$ cat src/rtl/lsu.sv
// Load/store unit: one outstanding data-memory access over req/gnt/rvalid,
// with store lane alignment, load extraction/extension and access exceptions.
module lsu #(
  parameter int unsigned XLEN  = 32,
  parameter int unsigned TAG_W = 5
) (
  input  logic             clk_i,
  input  logic             reset_i,
  input  logic             clk_en_i,
  input  logic             req_valid_i,
  output logic             req_ready_o,
  input  logic             req_store_i,
  input  logic [2:0]       req_funct3_i,
  input  logic [XLEN-1:0]  req_addr_i,
  input  logic [XLEN-1:0]  req_wdata_i,
  input  logic [TAG_W-1:0] req_tag_i,
  output logic             dmem_req_o,
  input  logic             dmem_gnt_i,
  output logic [XLEN-1:0]  dmem_addr_o,
  output logic             dmem_we_o,
  output logic [3:0]       dmem_be_o,
  output logic [XLEN-1:0]  dmem_wdata_o,
  input  logic             dmem_rvalid_i,
  input  logic [XLEN-1:0]  dmem_rdata_i,
  output logic             resp_valid_o,
  output logic             resp_we_o,
  output logic [TAG_W-1:0] resp_tag_o,
  output logic [XLEN-1:0]  resp_data_o,
  output logic             excp_valid_o,
  output logic [1:0]       excp_cause_o,
  output logic [XLEN-1:0]  excp_addr_o
);

  typedef enum logic [1:0] {IDLE, REQ, WAIT} state_e;

  state_e             state_q, state_d;
  logic               store_q, store_d;
  logic [2:0]         funct3_q, funct3_d;
  logic [1:0]         addr_lo_q, addr_lo_d;
  logic [TAG_W-1:0]   tag_q, tag_d;
  logic               dmem_req_q, dmem_req_d;
  logic [XLEN-1:0]    dmem_addr_q, dmem_addr_d;
  logic               dmem_we_q, dmem_we_d;
  logic [3:0]         dmem_be_q, dmem_be_d;
  logic [XLEN-1:0]    dmem_wdata_q, dmem_wdata_d;
  logic               resp_valid_q, resp_valid_d;
  logic               resp_we_q, resp_we_d;
  logic [TAG_W-1:0]   resp_tag_q, resp_tag_d;
  logic [XLEN-1:0]    resp_data_q, resp_data_d;
  logic               excp_valid_q, excp_valid_d;
  logic [1:0]         excp_cause_q, excp_cause_d;
  logic [XLEN-1:0]    excp_addr_q, excp_addr_d;

  logic               illegal_c, misalign_c;
  logic [3:0]         be_c;
  logic [XLEN-1:0]    wdata_c;
  logic [7:0]         ld_byte_c;
  logic [15:0]        ld_half_c;
  logic [XLEN-1:0]    ld_data_c;

  // Request decode: legality, alignment, and store lane placement.
  always_comb begin
    if (req_store_i) illegal_c = (req_funct3_i > 3'd2);
    else             illegal_c = (req_funct3_i == 3'b011) || (req_funct3_i[2:1] == 2'b11);
    misalign_c = ((req_funct3_i[1:0] == 2'b01) && req_addr_i[0]) ||
                 ((req_funct3_i[1:0] == 2'b10) && (req_addr_i[1:0] != 2'b00));
    be_c    = 4'b1111;
    wdata_c = req_wdata_i;
    if (req_store_i) begin
      case (req_funct3_i[1:0])
        2'b00: begin
          be_c    = 4'b0001 << req_addr_i[1:0];
          wdata_c = {(XLEN/8){req_wdata_i[7:0]}};
        end
        2'b01: begin
          be_c    = 4'b0011 << {req_addr_i[1], 1'b0};
          wdata_c = {(XLEN/16){req_wdata_i[15:0]}};
        end
        default: ;
      endcase
    end
  end

  // Load lane extraction and sign/zero extension.
  always_comb begin
    ld_byte_c = dmem_rdata_i[{addr_lo_q, 3'b000} +: 8];
    ld_half_c = dmem_rdata_i[{addr_lo_q[1], 4'b0000} +: 16];
    case (funct3_q)
      3'b000:  ld_data_c = {{(XLEN-8){ld_byte_c[7]}}, ld_byte_c};
      3'b001:  ld_data_c = {{(XLEN-16){ld_half_c[15]}}, ld_half_c};
      3'b100:  ld_data_c = {{(XLEN-8){1'b0}}, ld_byte_c};
      3'b101:  ld_data_c = {{(XLEN-16){1'b0}}, ld_half_c};
      default: ld_data_c = dmem_rdata_i;
    endcase
  end

  always_comb begin
    state_d      = state_q;
    store_d      = store_q;
    funct3_d     = funct3_q;
    addr_lo_d    = addr_lo_q;
    tag_d        = tag_q;
    dmem_req_d   = dmem_req_q;
    dmem_addr_d  = dmem_addr_q;
    dmem_we_d    = dmem_we_q;
    dmem_be_d    = dmem_be_q;
    dmem_wdata_d = dmem_wdata_q;
    resp_valid_d = 1'b0;
    resp_we_d    = resp_we_q;
    resp_tag_d   = resp_tag_q;
    resp_data_d  = resp_data_q;
    excp_valid_d = 1'b0;
    excp_cause_d = excp_cause_q;
    excp_addr_d  = excp_addr_q;
    case (state_q)
      IDLE: begin
        if (req_valid_i) begin
          store_d   = req_store_i;
          funct3_d  = req_funct3_i;
          addr_lo_d = req_addr_i[1:0];
          tag_d     = req_tag_i;
          if (illegal_c || misalign_c) begin
            excp_valid_d = 1'b1;
            excp_cause_d = illegal_c ? 2'b10 : 2'b01;
            excp_addr_d  = req_addr_i;
          end else begin
            state_d      = REQ;
            dmem_req_d   = 1'b1;
            dmem_addr_d  = {req_addr_i[XLEN-1:2], 2'b00};
            dmem_we_d    = req_store_i;
            dmem_be_d    = be_c;
            dmem_wdata_d = wdata_c;
          end
        end
      end
      REQ: begin
        if (dmem_gnt_i) begin
          dmem_req_d = 1'b0;
          dmem_we_d  = 1'b0;
          if (store_q) begin
            state_d      = IDLE;
            resp_valid_d = 1'b1;
            resp_we_d    = 1'b0;
            resp_tag_d   = tag_q;
            resp_data_d  = '0;
          end else begin
            state_d = WAIT;
          end
        end
      end
      WAIT: begin
        if (dmem_rvalid_i) begin
          state_d      = IDLE;
          resp_valid_d = 1'b1;
          resp_we_d    = 1'b1;
          resp_tag_d   = tag_q;
          resp_data_d  = ld_data_c;
        end
      end
      default: state_d = IDLE;
    endcase
  end

  // All state frozen while the pipeline clock enable is low.
  always_ff @(posedge clk_i or posedge reset_i) begin
    if (reset_i) begin
      state_q      <= IDLE;
      store_q      <= 1'b0;
      funct3_q     <= '0;
      addr_lo_q    <= '0;
      tag_q        <= '0;
      dmem_req_q   <= 1'b0;
      dmem_addr_q  <= '0;
      dmem_we_q    <= 1'b0;
      dmem_be_q    <= '0;
      dmem_wdata_q <= '0;
      resp_valid_q <= 1'b0;
      resp_we_q    <= 1'b0;
      resp_tag_q   <= '0;
      resp_data_q  <= '0;
      excp_valid_q <= 1'b0;
      excp_cause_q <= '0;
      excp_addr_q  <= '0;
    end else if (clk_en_i) begin
      state_q      <= state_d;
      store_q      <= store_d;
      funct3_q     <= funct3_d;
      addr_lo_q    <= addr_lo_d;
      tag_q        <= tag_d;
      dmem_req_q   <= dmem_req_d;
      dmem_addr_q  <= dmem_addr_d;
      dmem_we_q    <= dmem_we_d;
      dmem_be_q    <= dmem_be_d;
      dmem_wdata_q <= dmem_wdata_d;
      resp_valid_q <= resp_valid_d;
      resp_we_q    <= resp_we_d;
      resp_tag_q   <= resp_tag_d;
      resp_data_q  <= resp_data_d;
      excp_valid_q <= excp_valid_d;
      excp_cause_q <= excp_cause_d;
      excp_addr_q  <= excp_addr_d;
    end
  end

  assign req_ready_o  = (state_q == IDLE);
  assign dmem_req_o   = dmem_req_q;
  assign dmem_addr_o  = dmem_addr_q;
  assign dmem_we_o    = dmem_we_q;
  assign dmem_be_o    = dmem_be_q;
  assign dmem_wdata_o = dmem_wdata_q;
  assign resp_valid_o = resp_valid_q;
  assign resp_we_o    = resp_we_q;
  assign resp_tag_o   = resp_tag_q;
  assign resp_data_o  = resp_data_q;
  assign excp_valid_o = excp_valid_q;
  assign excp_cause_o = excp_cause_q;
  assign excp_addr_o  = excp_addr_q;

endmodule

$ cat config.mk
export PLATFORM = sky130hd
export DESIGN_NAME = lsu
export DESIGN_NICKNAME = d
export VERILOG_FILES = /design/src/rtl/lsu.sv
export SDC_FILE = /design/constraint.sdc
export NUM_CORES = 1
export LEC_CHECK = 0
export ABC_AREA = 1
export CAP_MARGIN = 10
export CELL_PAD_IN_SITES_DETAIL_PLACEMENT = 1
export CELL_PAD_IN_SITES_GLOBAL_PLACEMENT = 1
export CORE_MARGIN = 2
export CORE_UTILIZATION = 35
export DETAILED_ROUTE_END_ITERATION = 8
export MAX_ROUTING_LAYER = met4
export PLACE_DENSITY = 0.9
export SLEW_MARGIN = 5
export SYNTH_ARGS = -nofsm -noshare
export SYNTH_HDL_FRONTEND = slang
export SYNTH_SLANG_ARGS = --single-unit
export TNS_END_PERCENT = 20
$ cat constraint.sdc
create_clock -name clk_i -period 11.9 [get_ports clk_i]
set_clock_uncertainty 0.05 [all_clocks]
set_input_delay 1.19 -clock clk_i [delete_from_list [all_inputs] [get_ports clk_i]]
set_output_delay 1.19 -clock clk_i [all_outputs]
set_load 0.02 [all_outputs]
==> results.cfg, run 1 <==
[synth]
synth_seq_area_share = 0.533
syn_inst = 929
yosysUniqueCellTypes = 25
synth_top_area_share = 0.533
yosys_warnings = 0
synth_top_area_cell = dfrtp_1
ys_seq_elements = 155
synth_area_leaders = dfrtp_1 (53%), nand2_1 (19%), o21ai_0 (8.0%)
syn_avg_cell_area_um2 = 7.84
netlist_area_um2 = 7280

[setup_path]
crit_start = req_funct3_i[0]
start_kind = input pin
worst_r2r_path_depth = 7
path_class = in2reg
crit_slowest_cell = buf_4
r2r_end = resp_data_o[17]
path_common_cell = nor2_4
critical_path_buf_inv_count = 3
crit_arrival_ns = 3.97
max_stage_delay_ns = 0.74
r2r_start = funct3_q[1]
path_cells = clkdlybuf4s50_1 -> nor2_4 -> inv_2 -> nand2_2 -> nand2_4 -> nor2_4 -> buf_4 -> nand2_1 -> o21a_1
required_ns = 12.16
crit_fanout = 83
critPathCaptureType = register
crit_family = buffers and inverters
r2r_slack_ns = 8.93

[pwr]
p_clk_frac = 0.195
p_sw_uw = 1180
pwr-share-comb = 0.471
intPower_uw = 1690
power_density_nw_per_um2 = 272
p_seq_frac = 0.334
p_leak_uw = 0.00508
power_uw = 2860
switching_share = 0.411
peakVddDrop_mv = 0.139

[timing]
setup_tns_ns = 0
finalMaxSlewViolations = 0
setup_viol = 0
hold_viol_final = 0
period_share = 0.312
worst_pin_slew_ns = 1.10
setup_ws_ns = 8.19
max_freq_ghz = 0.269
period_minus_slack_ns = 3.71
slew_headroom = 0.262
rsz0062_at_grt = false

[floorplanning]
io_pins = 256
dieHeight_um = 148
die_w_um = 148
design.core.area_um2 = 20300
start_util = 0.359
fp-row-count = 52
dieArea_um2 = 22000

[grt]
grt_max_degree = 84
grt_pass1_vias = 7499
grt_overflow = 0
track_usage = 0.238
antenna_found_initial = 0
grt_first_pass_wirelength_um = 39600

[placed_design]
finalWeightedCongestion = 0.840
hpwl_um = 18200
portBuffers = 253
placed_area_um2 = 9930
dpl_worst_slack_ns = 7.74

[clock_tree]
clk_pin_slew_ns = 0.07
hold_buffers = 0
ctsResizeCount = 0
root_buffer = clkbuf_16
cts_buffers = 17
cts.sink_count = 155
cts_tree = built
ctsHtreeMaxLevel = 4
clockBufferDepth = 2
clock_latency_ns = 0.42
post-cts-setup-buffer-count = 0

[min_path]
hp-start = excp_cause_o[0]
min_to = excp_cause_o[0]
min_path_cells = 2
hold_class = reg2reg

[finish]
fin_area_um2 = 10500
antenna_cells = 0
drive_gt1_frac = 0.0436
multi_input_area_um2 = 2800
seq_area_um2 = 3880
finalNetCount = 1272
fillers = 2428
syn_to_final_growth_pct = 44.7

[routing]
viasPerCell = 4.90
route.detailed.drc = 0
drtPass1Iterations = 4
ant_nets = 0
routedWlPerCell_um = 17.5
wirelength_um = 25200
drt-initial-drc-count = 301
via_count = 7055

[outcome]
status = complete, no violations

[flow_run]
maxCapViolations = 0
## per-layer routing
layer  GRT usage  share of wire  up-vias  routed length (um)
li1            -              -     3329                   -
met1       0.279           0.40     3441                9990
met2       0.405           0.51      253               12800
met3      0.0592          0.074       32                1870
met4      0.0757          0.023        0                 575
met5           -              0        -                   0
## final cells by class
class / instances / area share
clock buffer: 19 / 0.0430
clock inverter: 13 / 0.0141
inverter: 92 / 0.0333
multi-input combinational: 634 / 0.266
sequential: 155 / 0.368
tap: 270 / 0.0321
timing repair buffer: 258 / 0.244
## how the worst max path moves through the flow
| stage | end | depth (start not counted) |
|---|---|---|
| floorplan | addr_lo_q[0] | 1 |
| global placement | dmem_addr_o[11] | 9 |
| detailed placement | dmem_wdata_o[6] | 9 |
| CTS | dmem_wdata_o[6] | 9 |
| global route | dmem_addr_o[23] | 9 |
| finish | dmem_addr_o[15] | 9 |
## state kept, by name, summed over array words and instances, names as in the netlist
name          cells
dmem_we_o         1
excp_valid_o      1
excp_addr_o      32
dmem_wdata_o     32
excp_cause_o      2
state_q           2
resp_tag_o        5
dmem_addr_o      30
addr_lo_q         2
store_q           1
tag_q             5
resp_valid_o      1
resp_we_o         1
dmem_req_o        1
resp_data_o      32
dmem_be_o         4
funct3_q          3
## Yosys cell counts
cell type	n
a21oi_1	7
buf_2	12
buf_4	11
buf_6	3
clkbuf_1	23
clkinv_1	1
conb_1	1
dfrtp_1	155
ha_1	3
inv_1	88
inv_2	3
nand2_1	361
nand2_2	3
nand2_4	1
nand3_1	10
nand3b_1	2
nor2_1	66
nor2_4	2
o211a_1	1
o21a_1	38
o21ai_0	116
o21ai_1	14
o31ai_1	1
or2_1	3
or2_2	4
## cells by family (layout without fill, tap and decap cells)
family	count (synthesis)	count (layout)	synth area share
compound gates	177	177	0.136
fa+ha+maj	3	3	0.00516
flops	155	155	0.533
simple gates	452	452	0.242
buf+inv	141	382	0.0835
other cells	1	2	0.000515
## worst register-to-register path, delay by kind of cell (launching register included)
kind	cells	cell delay (ns)
buffers and inverters	1	0.81
flip-flops	1	0.64
AND/OR/NAND/NOR	6	1.41
## power by group through the flow
stage / Clock (uW) / Sequential (uW) / Combinational (uW)
final: 560 / 956 / 1350
after CTS: 571 / 959 / 1360
after global routing: 589 / 989 / 1450
after floorplan: 0 / 1200 / 420
after detailed placement: 0 / 961 / 1360
after global placement: 0 / 944 / 1310
## through the flow
stage,utilization,std cells,hold WS (ns)
after floorplan,-,930,0.403
after global placement,0.489,1409,0.408
after detailed placement,0.489,1409,0.413
after CTS,0.519,1441,0.431
after global routing,0.519,1441,0.453
final,0.519,1441,0.422
## cells in the final DEF (no fill, tap or decap)
| cell | instances |
|---|---|
| clkbuf_8 | 2 |
| clkbuf_16 | 17 |
| o21ai_1 | 14 |
| a21oi_1 | 7 |
| nand2_1 | 361 |
| inv_8 | 4 |
| nand3_1 | 10 |
| nand3b_1 | 2 |
| inv_2 | 3 |
| clkinv_4 | 1 |
| inv_1 | 87 |
| clkinvlp_4 | 3 |
| nor2_1 | 66 |
| conb_1 | 2 |
| o211a_1 | 1 |
| inv_6 | 4 |
| clkinv_1 | 1 |
| buf_4 | 5 |
| or2_1 | 3 |
| o21a_1 | 38 |
| or2_2 | 4 |
| nand2_4 | 1 |
| ha_1 | 3 |
| clkdlybuf4s50_1 | 253 |
| nor2_4 | 2 |
| o31ai_1 | 1 |
| clkinv_8 | 1 |
| bufinv_16 | 1 |
| nand2_2 | 3 |
| dfrtp_1 | 155 |
| o21ai_0 | 116 |
Note: power is estimated with default switching activity, not from simulation.
==> run 2: changes to the inputs <==
--- a/config.mk
+++ b/config.mk
@@ -10,10 +10,10 @@
 export CELL_PAD_IN_SITES_DETAIL_PLACEMENT = 1
 export CELL_PAD_IN_SITES_GLOBAL_PLACEMENT = 1
 export CORE_MARGIN = 2
-export CORE_UTILIZATION = 35
+export CORE_UTILIZATION = 29
 export DETAILED_ROUTE_END_ITERATION = 8
 export MAX_ROUTING_LAYER = met4
-export PLACE_DENSITY = 0.9
+export PLACE_DENSITY = 0.8
 export SLEW_MARGIN = 5
 export SYNTH_ARGS = -nofsm -noshare
 export SYNTH_HDL_FRONTEND = slang
==> constraint.sdc (replaced) <==
create_clock -name clk_i -period 3.2 [get_ports clk_i]
set_clock_uncertainty 0.05 [all_clocks]
set_input_delay 0.32 -clock clk_i [delete_from_list [all_inputs] [get_ports clk_i]]
set_output_delay 0.32 -clock clk_i [all_outputs]
set_load 0.02 [all_outputs]
==> run 2 against run 1 <==
  * Clock-buffer cell count shrank 1
  * Sequential share of layout area shrank 0.67 points
  * Wire length shrank 5.1%
  * Critical path depth shrank 1
  * First-iteration DRC count grew 12%
  * Power grew to 3.7 times the previous value
  * Flip-flop and latch count is the same
  * Worst setup slack lost 7.2 ns
  * Core utilization shrank 8.0 points
  * Cell area grew 1.9%
  * Largest power group unchanged
==> results.cfg, run 2 (synthesis results as in run 1) <==
[finish]
finalNetCount = 1284
final_cell_mix = nand2_1 (361), clkdlybuf4s50_1 (253), dfrtp_1 (155), o21ai_0 (116), inv_1 (87)
syn_to_final_growth_pct = 47.4
final_common_cell = nand2_1
fin_cells = 1507
drive_gt1_frac = 0.0533
antenna_cells = 0

[timing]
hold_viol_final = 0
finalMaxSlewViolations = 0
period_share = 0.698
setup_viol = 0
max_freq_ghz = 0.448
setup_ws_ns = 0.966
rsz0062_at_grt = false
period_minus_slack_ns = 2.23
setup_tns_ns = 0
worst_pin_slew_ns = 0.725
slew_headroom = 0.516

[setup_path]
required_ns = 3.47
r2r_start = state_q[0]
r2r_end = dmem_addr_o[22]
critPathCaptureType = register
crit_fanout = 62
worst_r2r_path_depth = 8
path_class = reg2reg
critical_path_buf_inv_count = 3
crit_slowest_cell = buf_4
r2r_slack_ns = 0.97
start_kind = register
max_stage_delay_ns = 0.50
crit_arrival_ns = 2.51
crit_family = buffers and inverters
path_common_cell = buf_4
path_cells = inv_1 -> ha_1 -> nand3_1 -> buf_4 -> nor2_4 -> buf_4 -> nand2_1 -> o21a_1

[floorplanning]
fp-row-count = 57
start_util = 0.298
die_w_um = 162
design.core.area_um2 = 24500
dieArea_um2 = 26400
dieHeight_um = 162
io_pins = 256

[clock_tree]
clock_latency_ns = 0.43
cts_buffers = 17
cts_tree = built
clk_pin_slew_ns = 0.07
ctsHtreeMaxLevel = 4
ctsResizeCount = 0
post-cts-setup-buffer-count = 0
hold_buffers = 0
clockBufferDepth = 2
cts.sink_count = 155
root_buffer = clkbuf_16

[grt]
grt_pass1_vias = 7233
track_usage = 0.191
grt_overflow = 0
use_met3 = 0.0609
grt_first_pass_wirelength_um = 38100
grt-busiest-layer = met2
use_met1 = 0.230
grt_max_degree = 63
met2_usage = 0.311
antenna_found_initial = 0

[routing]
ant_nets = 0
viasPerCell = 4.53
drtPass1Iterations = 4
routedWlPerCell_um = 15.9
route.detailed.drc = 0
wirelength_um = 23900
via_count = 6820
drt-initial-drc-count = 336

[outcome]
status = complete, no violations

[pwr]
peakVddDrop_mv = 0.372
power_uw = 10600
power_density_nw_per_um2 = 988
p_leak_uw = 0.00516

[placed_design]
hpwl_um = 17600
finalWeightedCongestion = 0.846
dpl_worst_slack_ns = 0.557
place_inst = 1475
portBuffers = 253

[min_path]
hold_class = in2async

[flow_run]
maxCapViolations = 0
[run 2: worst max-delay path by stage]
stage,start,end,slack (ns),depth (start not counted)
after floorplan,reset_i,addr_lo_q[0],0.87,1
final,state_q[0],dmem_addr_o[22],0.97,8
after global placement,req_funct3_i[0],dmem_addr_o[16],0.65,9
after detailed placement,req_funct3_i[0],dmem_addr_o[30],0.56,9
after CTS,state_q[1],req_ready_o,0.93,3
after global routing,state_q[0],dmem_addr_o[31],0.72,8
[run 2: power by group]
part | leakage, uW | internal [uW] | switching [uW] | total, uW
logic | 0.00293 | 2260 | 2800 | 5070
clock network | 0.000299 | 1140 | 961 | 2100
registers | 0.00194 | 2890 | 539 | 3430
total | 0.00516 | 6300 | 4300 | 10600
[run 2: area by class of cell]
class / instances / area (um2)
clock buffers: 18 / 439
well taps: 324 / 405
flip-flops and latches: 155 / 3880
repair buffers: 270 / 2700
multi-input cells: 634 / 2800
inverters: 92 / 349
clock inverters: 14 / 164
fillers: 2934 / 13700
[run 2: layer usage]
metal | up-vias | wire length [um]
met1 | 3249 | 10300
met3 | 21 | 1700
li1 | 3358 | -
met4 | 0 | 350
met5 | - | 0
met2 | 192 | 11500
[run 2: through the flow]
| step | util | instance area [um2] | hold WS [ns] |
|---|---|---|---|
| detailed placement | 0.414 | 10100 | 0.411 |
| global route | 0.439 | 10700 | 0.354 |
| global placement | 0.414 | 10100 | 0.407 |
| finish | 0.439 | 10700 | 0.308 |
| CTS | 0.439 | 10700 | 0.332 |
| floorplan | - | 7290 | 0.391 |
